<file path="src/rtl/core_pkg.sv">
// Shared pipeline types and constants for the RV32I core.
package core_pkg;

  localparam int unsigned XLEN = 32;
  localparam logic [XLEN-1:0] NOP_INSTR = 32'h0000_0013;

  typedef enum logic {
    RUN  = 1'b0,
    HALT = 1'b1
  } fetch_state_t;

  typedef struct packed {
    logic [XLEN-1:0] pc;
    logic [XLEN-1:0] pc_plus4;
    logic [XLEN-1:0] instr;
    logic            valid;
  } ifid_t;

endpackage

</file>
<file path="src/rtl/if_stage_ifid_reg.sv">
// IF/ID pipeline register: flush to bubble, hold on stall, or load a new fetch.
module ifid_reg
  import core_pkg::*;
#(
  parameter logic [XLEN-1:0] NOP = core_pkg::NOP_INSTR
) (
  input  logic  clk,
  input  logic  rst_n,
  input  logic  flush,
  input  logic  hold,
  input  logic  load,
  input  ifid_t d,
  output ifid_t q
);

  // Bubble keeps pc/pc_plus4 so only instr and valid change.
  always_ff @(posedge clk) begin
    if (!rst_n) begin
      q.pc       <= '0;
      q.pc_plus4 <= '0;
      q.instr    <= NOP;
      q.valid    <= 1'b0;
    end else if (flush) begin
      q.instr <= NOP;
      q.valid <= 1'b0;
    end else if (!hold && load) begin
      q <= d;
    end
  end

endmodule

</file>
<file path="src/rtl/if_stage.sv">
// Instruction-fetch stage: PC register, run/halt FSM, range check and fetch counter.
module if_stage
  import core_pkg::*;
#(
  parameter logic [XLEN-1:0] RESET_PC   = 32'h0000_0000,
  parameter int unsigned     IMEM_DEPTH = 100,
  parameter logic [XLEN-1:0] NOP_INSTR  = core_pkg::NOP_INSTR
) (
  input  logic            clk,
  input  logic            rst_n,
  input  logic            stall,
  input  logic            redirect_valid,
  input  logic [XLEN-1:0] redirect_pc,
  output logic [XLEN-1:0] imem_addr,
  input  logic [XLEN-1:0] imem_instr,
  output logic [XLEN-1:0] ifid_pc,
  output logic [XLEN-1:0] ifid_pc_plus4,
  output logic [XLEN-1:0] ifid_instr,
  output logic            ifid_valid,
  output logic            halted,
  output logic [XLEN-1:0] fetch_count
);

  fetch_state_t    state_q, state_d;
  logic [XLEN-1:0] pc_q, pc_d;
  logic [XLEN-1:0] count_q;
  logic            in_range;
  logic            flush, load, count_inc;
  ifid_t           ifid_d, ifid_q;

  assign imem_addr = {2'b00, pc_q[XLEN-1:2]};
  assign in_range  = pc_q[XLEN-1:2] < 30'(IMEM_DEPTH);

  always_ff @(posedge clk) begin
    if (!rst_n) begin
      state_q <= RUN;
      pc_q    <= RESET_PC;
      count_q <= '0;
    end else begin
      state_q <= state_d;
      pc_q    <= pc_d;
      if (count_inc) count_q <= count_q + 32'd1;
    end
  end

  // Redirect beats stall; HALT bubbles every cycle until redirected.
  always_comb begin
    state_d   = state_q;
    pc_d      = pc_q;
    flush     = 1'b0;
    load      = 1'b0;
    count_inc = 1'b0;
    if (redirect_valid) begin
      pc_d    = {redirect_pc[XLEN-1:2], 2'b00};
      flush   = 1'b1;
      state_d = RUN;
    end else begin
      case (state_q)
        RUN: begin
          if (!stall) begin
            if (in_range) begin
              load      = 1'b1;
              pc_d      = pc_q + 32'd4;
              count_inc = 1'b1;
            end else begin
              flush   = 1'b1;
              state_d = HALT;
            end
          end
        end
        HALT:    flush = 1'b1;
        default: state_d = RUN;
      endcase
    end
  end

  assign ifid_d = '{pc: pc_q, pc_plus4: pc_q + 32'd4, instr: imem_instr, valid: 1'b1};

  ifid_reg #(.NOP(NOP_INSTR)) u_ifid (
    .clk   (clk),
    .rst_n (rst_n),
    .flush (flush),
    .hold  (stall),
    .load  (load),
    .d     (ifid_d),
    .q     (ifid_q)
  );

  assign ifid_pc       = ifid_q.pc;
  assign ifid_pc_plus4 = ifid_q.pc_plus4;
  assign ifid_instr    = ifid_q.instr;
  assign ifid_valid    = ifid_q.valid;
  assign halted        = (state_q == HALT);
  assign fetch_count   = count_q;

endmodule

</file>
<file path="config.mk">
export PLATFORM = sky130hd
export DESIGN_NAME = if_stage
export DESIGN_NICKNAME = d
export VERILOG_FILES = /design/src/rtl/core_pkg.sv /design/src/rtl/if_stage_ifid_reg.sv /design/src/rtl/if_stage.sv
export SDC_FILE = /design/constraint.sdc
export NUM_CORES = 1
export LEC_CHECK = 0
export ABC_AREA = 1
export CAP_MARGIN = 10
export CORE_MARGIN = 5
export CORE_UTILIZATION = 47
export CTS_BUF_LIST = sky130_fd_sc_hd__clkbuf_8
export CTS_CLUSTER_SIZE = 30
export DETAILED_ROUTE_END_ITERATION = 16
export PLACE_DENSITY_LB_ADDON = 0.2
export SLEW_MARGIN = 20
export SYNTH_ARGS = -nofsm -noshare
export SYNTH_HDL_FRONTEND = slang
export SYNTH_SLANG_ARGS = --single-unit
</file>
<file path="constraint.sdc">
create_clock -name clk -period 2.1 [get_ports clk]
set_input_delay 0.42 -clock clk [delete_from_list [all_inputs] [get_ports clk]]
set_output_delay 0.42 -clock clk [all_outputs]
set_load 0.03 [all_outputs]
</file>
* Yosys cells after proc, flatten, opt, wreduce, memory -nomap -nowiden
Index checks and enable logic that the tools add are counted.
** Storage, ports and cells
- Flip-flop bits (word level) :: 162
- Word-level logic and storage cells :: 38
** Operators by class
- $add $sub $neg :: 2
- Order comparisons :: 1
- Equal/unequal tests :: 2
- Muxes and demuxes :: 13
- Bitwise operators :: 4
- Reduce and logical (&&, ||, !) cells :: 8
** Operators with widths (number)
- $mux W32 :: 4
- $add A32 B1 Y32 const B :: 1
- $add A32 B3 Y32 const B :: 1
- $lt A30 B7 Y1 const B :: 1
- $mux W1 :: 8
- $reduce_and A3 Y1 :: 2
- $not A1 Y1 :: 4
- $reduce_or A2 Y1 :: 2
- $ne A2 B1 Y1 const B :: 1
- $ne A2 B2 Y1 const B :: 1
- $pmux W1 S2 :: 1
- $reduce_and A2 Y1 :: 1
- $reduce_bool A2 Y1 :: 1
- $logic_and A1 B1 Y1 :: 1
- $logic_not A1 Y1 :: 1

* Longest topological paths before layout
- Word-level depth :: 7
- Depth in mapped cells :: 11
- Gate-level depth less buffers :: 10

* By module
A second synthesis with hierarchy kept.
** Second synthesis, totals
- Cell total of the unflattened synthesis :: 1240
- Area total of the unflattened synthesis :: 8109.0 um2
** Modules (own cells, without submodules)
- if_stage :: instances 1, cells each 686, area an instance 4271.6 um2, seq. area each 1261.2 um2
- ifid_reg :: instances 1, cells each 554, area an instance 3837.4 um2, seq. area each 1941.9 um2

* Least setup slack after synthesis
Ideal clock, no wire load.
- Path type :: register to register
- Start point :: register count_q[0] (netlist: fetch_count[0])
- End point :: register count_q[28] (netlist: fetch_count[28])
- Data arrival time :: 1697 ps
- Required time :: 1968 ps
- Path slack :: 271 ps
- Cell stages (with the launch flop) :: 11
- Clock period less this slack :: 1829 ps
- Path through :: dfxtp_1 > ha_1 > inv_1 > nor2_1 > inv_1 > nor2_1 > nand2_1 > nand2_1 > nand2_1 > nand2_1 > a21oi_1
** Between the ends
- Cells in the longest elaborated chain, start to end :: 1
** Ends and longest elaborated chain
- from (decl) :: line if_stage.sv:26 : logic [XLEN-1:0] count_q;
- from (signal assigned) :: line if_stage.sv:42 : if (count_inc) count_q <= count_q + 32'd1;
- $add A32 B1 Y32 :: line if_stage.sv:42
No other way between the ends.
A chain may end at the register's enable or synchronous reset.

* Worst setup path after layout
- Start point :: register count_q[7] (netlist: fetch_count[7])
- End point :: output port fetch_count[7]
** RTL lines
- to (decl) :: line if_stage.sv:21 : output logic [XLEN-1:0] fetch_count
No word-level cell between the ends.

==> flow_metrics.py <==
metrics = {
    "run_status": {
        "outcome": "finished clean",
    },
    "sta": {
        "fmax_ghz": 0.487,
        "slew_headroom_pct": 63.3,
        "holdWs_ps": 439,
        "fin_crit_ps": 2050,
        "rsz0062_at_grt": "false",
        "final-hold-violation-count": 0,
        "drv_slew": 0,
        "timing.final.ws_setup_ps": 46.2,
        "tightest_slew_ps": 550,
        "setup-violations-final": 0,
        "fin_worst_skew_ps": 14.1,
        "fin_tns_setup_ps": 0,
        "fin_crit_sh_pct": 97.8,
    },
    "critical_path": {
        "worstPathArrival_ps": 1630,
        "path_cells": "clkdlybuf4s50_1",
        "end_kind": "primary output",
        "rr_startpoint": "pc_q[27]",
        "critPathTopFamily": "buffers and inverters",
        "crit_path_max_fanout": 5,
        "crit_type": "reg2out",
        "crit_start": "fetch_count[7]",
        "critPathSlowestCell": "clkdlybuf4s50_1",
        "worstPathBufferInverterCount": 1,
        "cp.required_ps": 1680,
        "max_stage_delay_ps": 720,
        "cp-start-kind": "flop",
    },
    "yosys": {
        "syn_area_per_cell_sq_um": 7.12,
        "syn-instance-count": 943,
        "yosysUniqueCellTypes": 25,
        "synth_area_sq_um": 6710,
        "yosys_warnings": 0,
        "yosysSeqAreaShare_pct": 46.5,
        "ys_ff_latch": 156,
    },
    "floorplan": {
        "die_w_um": 129,
        "die_h_um": 129,
        "pin_count": 230,
        "core_area_sq_um": 13900,
        "initial_core_util_pct": 48.2,
        "num_rows": 43,
        "dieArea_sq_um": 16800,
    },
    "grt": {
        "grt_pass1_wl_um": 30900,
        "grt_max_degree": 122,
        "met3_usage_pct": 9.32,
        "top_usage_layer": "met2",
        "met2_usage_pct": 37.7,
        "gr-total-overflow": 0,
        "grt_usage_pct": 23.0,
        "grt_pass1_vias": 6114,
        "met1_usage_pct": 27.5,
        "antenna_found_initial": 0,
    },
    "pwr": {
        "intPower_mw": 4.44,
        "combinationalPowerShare_pct": 8.7,
        "power_mw": 6.00,
        "peakVddDrop_uv": 710,
        "power_density_nw_per_um2": 638,
        "clockPowerShare_pct": 40.9,
        "p_seq_share_pct": 50.3,
        "switching_share_pct": 26.0,
        "p_leak_nw": 3.61,
        "switching_power_mw": 1.56,
    },
    "place": {
        "dp.cells": 1285,
        "gp_congestion": 0.998,
        "place_ws_ps": 176,
        "placed_cell_area_sq_um": 8930,
        "io_buffers": 221,
        "place_hpwl_um": 14000,
    },
    "clocking": {
        "root_buffer": "clkbuf_8",
        "htreeDepth": 4,
        "clockBufferDepth": 2,
        "worstSkewPairLatency_ps": 460,
        "clkSinkCount": 156,
        "cts.hold.buffers_added": 0,
        "cts_buffers": 17,
        "clkTransAtPathRegs_ps": 90,
        "tritoncts": "built",
    },
    "detailed_routing": {
        "viasPerCell": 5.08,
        "drt_iter0_drc": 405,
        "wl_per_cell_um": 14.8,
        "postRouteAntennaNets": 0,
        "drt_first_pass_iters": 5,
        "vias": 6691,
        "wl_um": 19500,
        "drc_errors": 0,
    },
    "finish": {
        "n_antenna_cell": 0,
        "fin_cells": 1318,
        "synthToLayoutAreaGrowth_pct": 40.1,
        "fin_util_pct": 67.5,
        "drive_above_1_share_pct": 5.98,
        "multi_input_area_sq_um": 3020,
        "regArea_sq_um": 3120,
        "final_cell_mix": "331 x nand2_1, 204 x clkdlybuf4s50_1, 156 x dfxtp_1, 118 x nor2_1, 106 x a21oi_1",
        "final_common_cell": "nand2_1",
        "fill_cells": 1200,
        "final_cell_area_sq_um": 9400,
        "fin_nets": 1195,
    },
    "hold_path": {
        "min-delay-start": "u_ifid.q[93]",
        "hold_path_class": "reg2reg",
    },
    "flow_run": {
        "maxCapViolCount": 0,
    },
}
-- timing repair --
action	4_1_cts	5_1_grt
hold endpoints to repair	0	0
setup buffers	0	1
pin swaps	0	1
resized for setup	5	12
endpoints found under the setup margin	5	19
-- worst paths after layout --
| path | slack [ps] | cells past startpoint | to |
|---|---|---|---|
| max | 50 | 1 | fetch_count[7] |
| min | 440 | 2 | u_ifid.q[93] |
| max reg2reg | 300 | 9 | u_ifid.q[32] |
| min reg2reg | 440 | 2 | u_ifid.q[93] |
-- final cells by class --
| cell class | count | share of cell area (%) |
|---|---|---|
| sequential | 156 | 33.2 |
| clock inverter | 15 | 2.14 |
| clock buffer | 17 | 2.49 |
| tap | 180 | 2.40 |
| multi-input combinational | 679 | 32.1 |
| inverter | 21 | 0.852 |
| timing repair buffer | 250 | 26.8 |
-- per-layer routing --
layer / up-vias / part of all wire (%) / wire length (um)
li1: 3353 / - / -
met3: 39 / 9.5 / 1850
met4: 0 / 2.4 / 468
met2: 224 / 47 / 9210
met5: - / 0 / 0
met1: 3075 / 41 / 7990
-- worst reg2reg max path: cells and delay by family, from the launching register on --
family | cells | cell delay (ps)
and+or+nand+nor | 6 | 770
buffers and inverters | 2 | 450
AOI/OAI and AO/OA | 1 | 170
DFF | 1 | 340
-- synthesized netlist by cell type --
library cell    n  area, sq um
nand2_1       331         1240
dfxtp_1       156         3120
nor2_1        118          443
a21oi_1       106          531
clkbuf_1       41          154
nand3_1        39          195
nand4_1        39          244
buf_4          38          285
inv_1          19         71.3
xor2_1         14          123
nand3b_1       13         97.6
buf_2           8         40.0
xnor2_1         4         35.0
buf_6           3         33.8
buf_1           2         7.51
ha_1            2         25.0
nor2_2          2         12.5
clkinv_1        1         3.75
conb_1          1         3.75
inv_2           1         3.75
nand2_2         1         6.26
nand3_2         1         10.0
nor2_4          1         11.3
nor3_1          1         5.00
o21ai_0         1         5.00
-- sequential cells by signal (all words and copies together), names as in the netlist --
| signal | flops |
|---|---|
| u_ifid.q | 93 |
| pc_q | 30 |
| fetch_count | 32 |
| halted | 1 |
-- power by group through the flow --
stage | sequential [mW] | clock, mW | combinational, mW
after floorplan | 3.09 | 0 | 0.310
after global placement | 3.09 | 0 | 0.524
after detailed placement | 3.09 | 0 | 0.527
after CTS | 3.02 | 2.51 | 0.527
after global routing | 3.02 | 2.64 | 0.565
final | 3.02 | 2.46 | 0.525
-- kinds of logic after synthesis --
group,count (synthesis),synth area share (%)
xor gates and xnor gates,18,2.35
DFF,156,46.5
and+or+nand+nor,546,33.8
AOI/OAI and AO/OA,107,7.98
adders and majority gates,2,0.373
other,1,0.0559
buffers and inverters,113,8.93
Power figures use the tool's default switching activity.
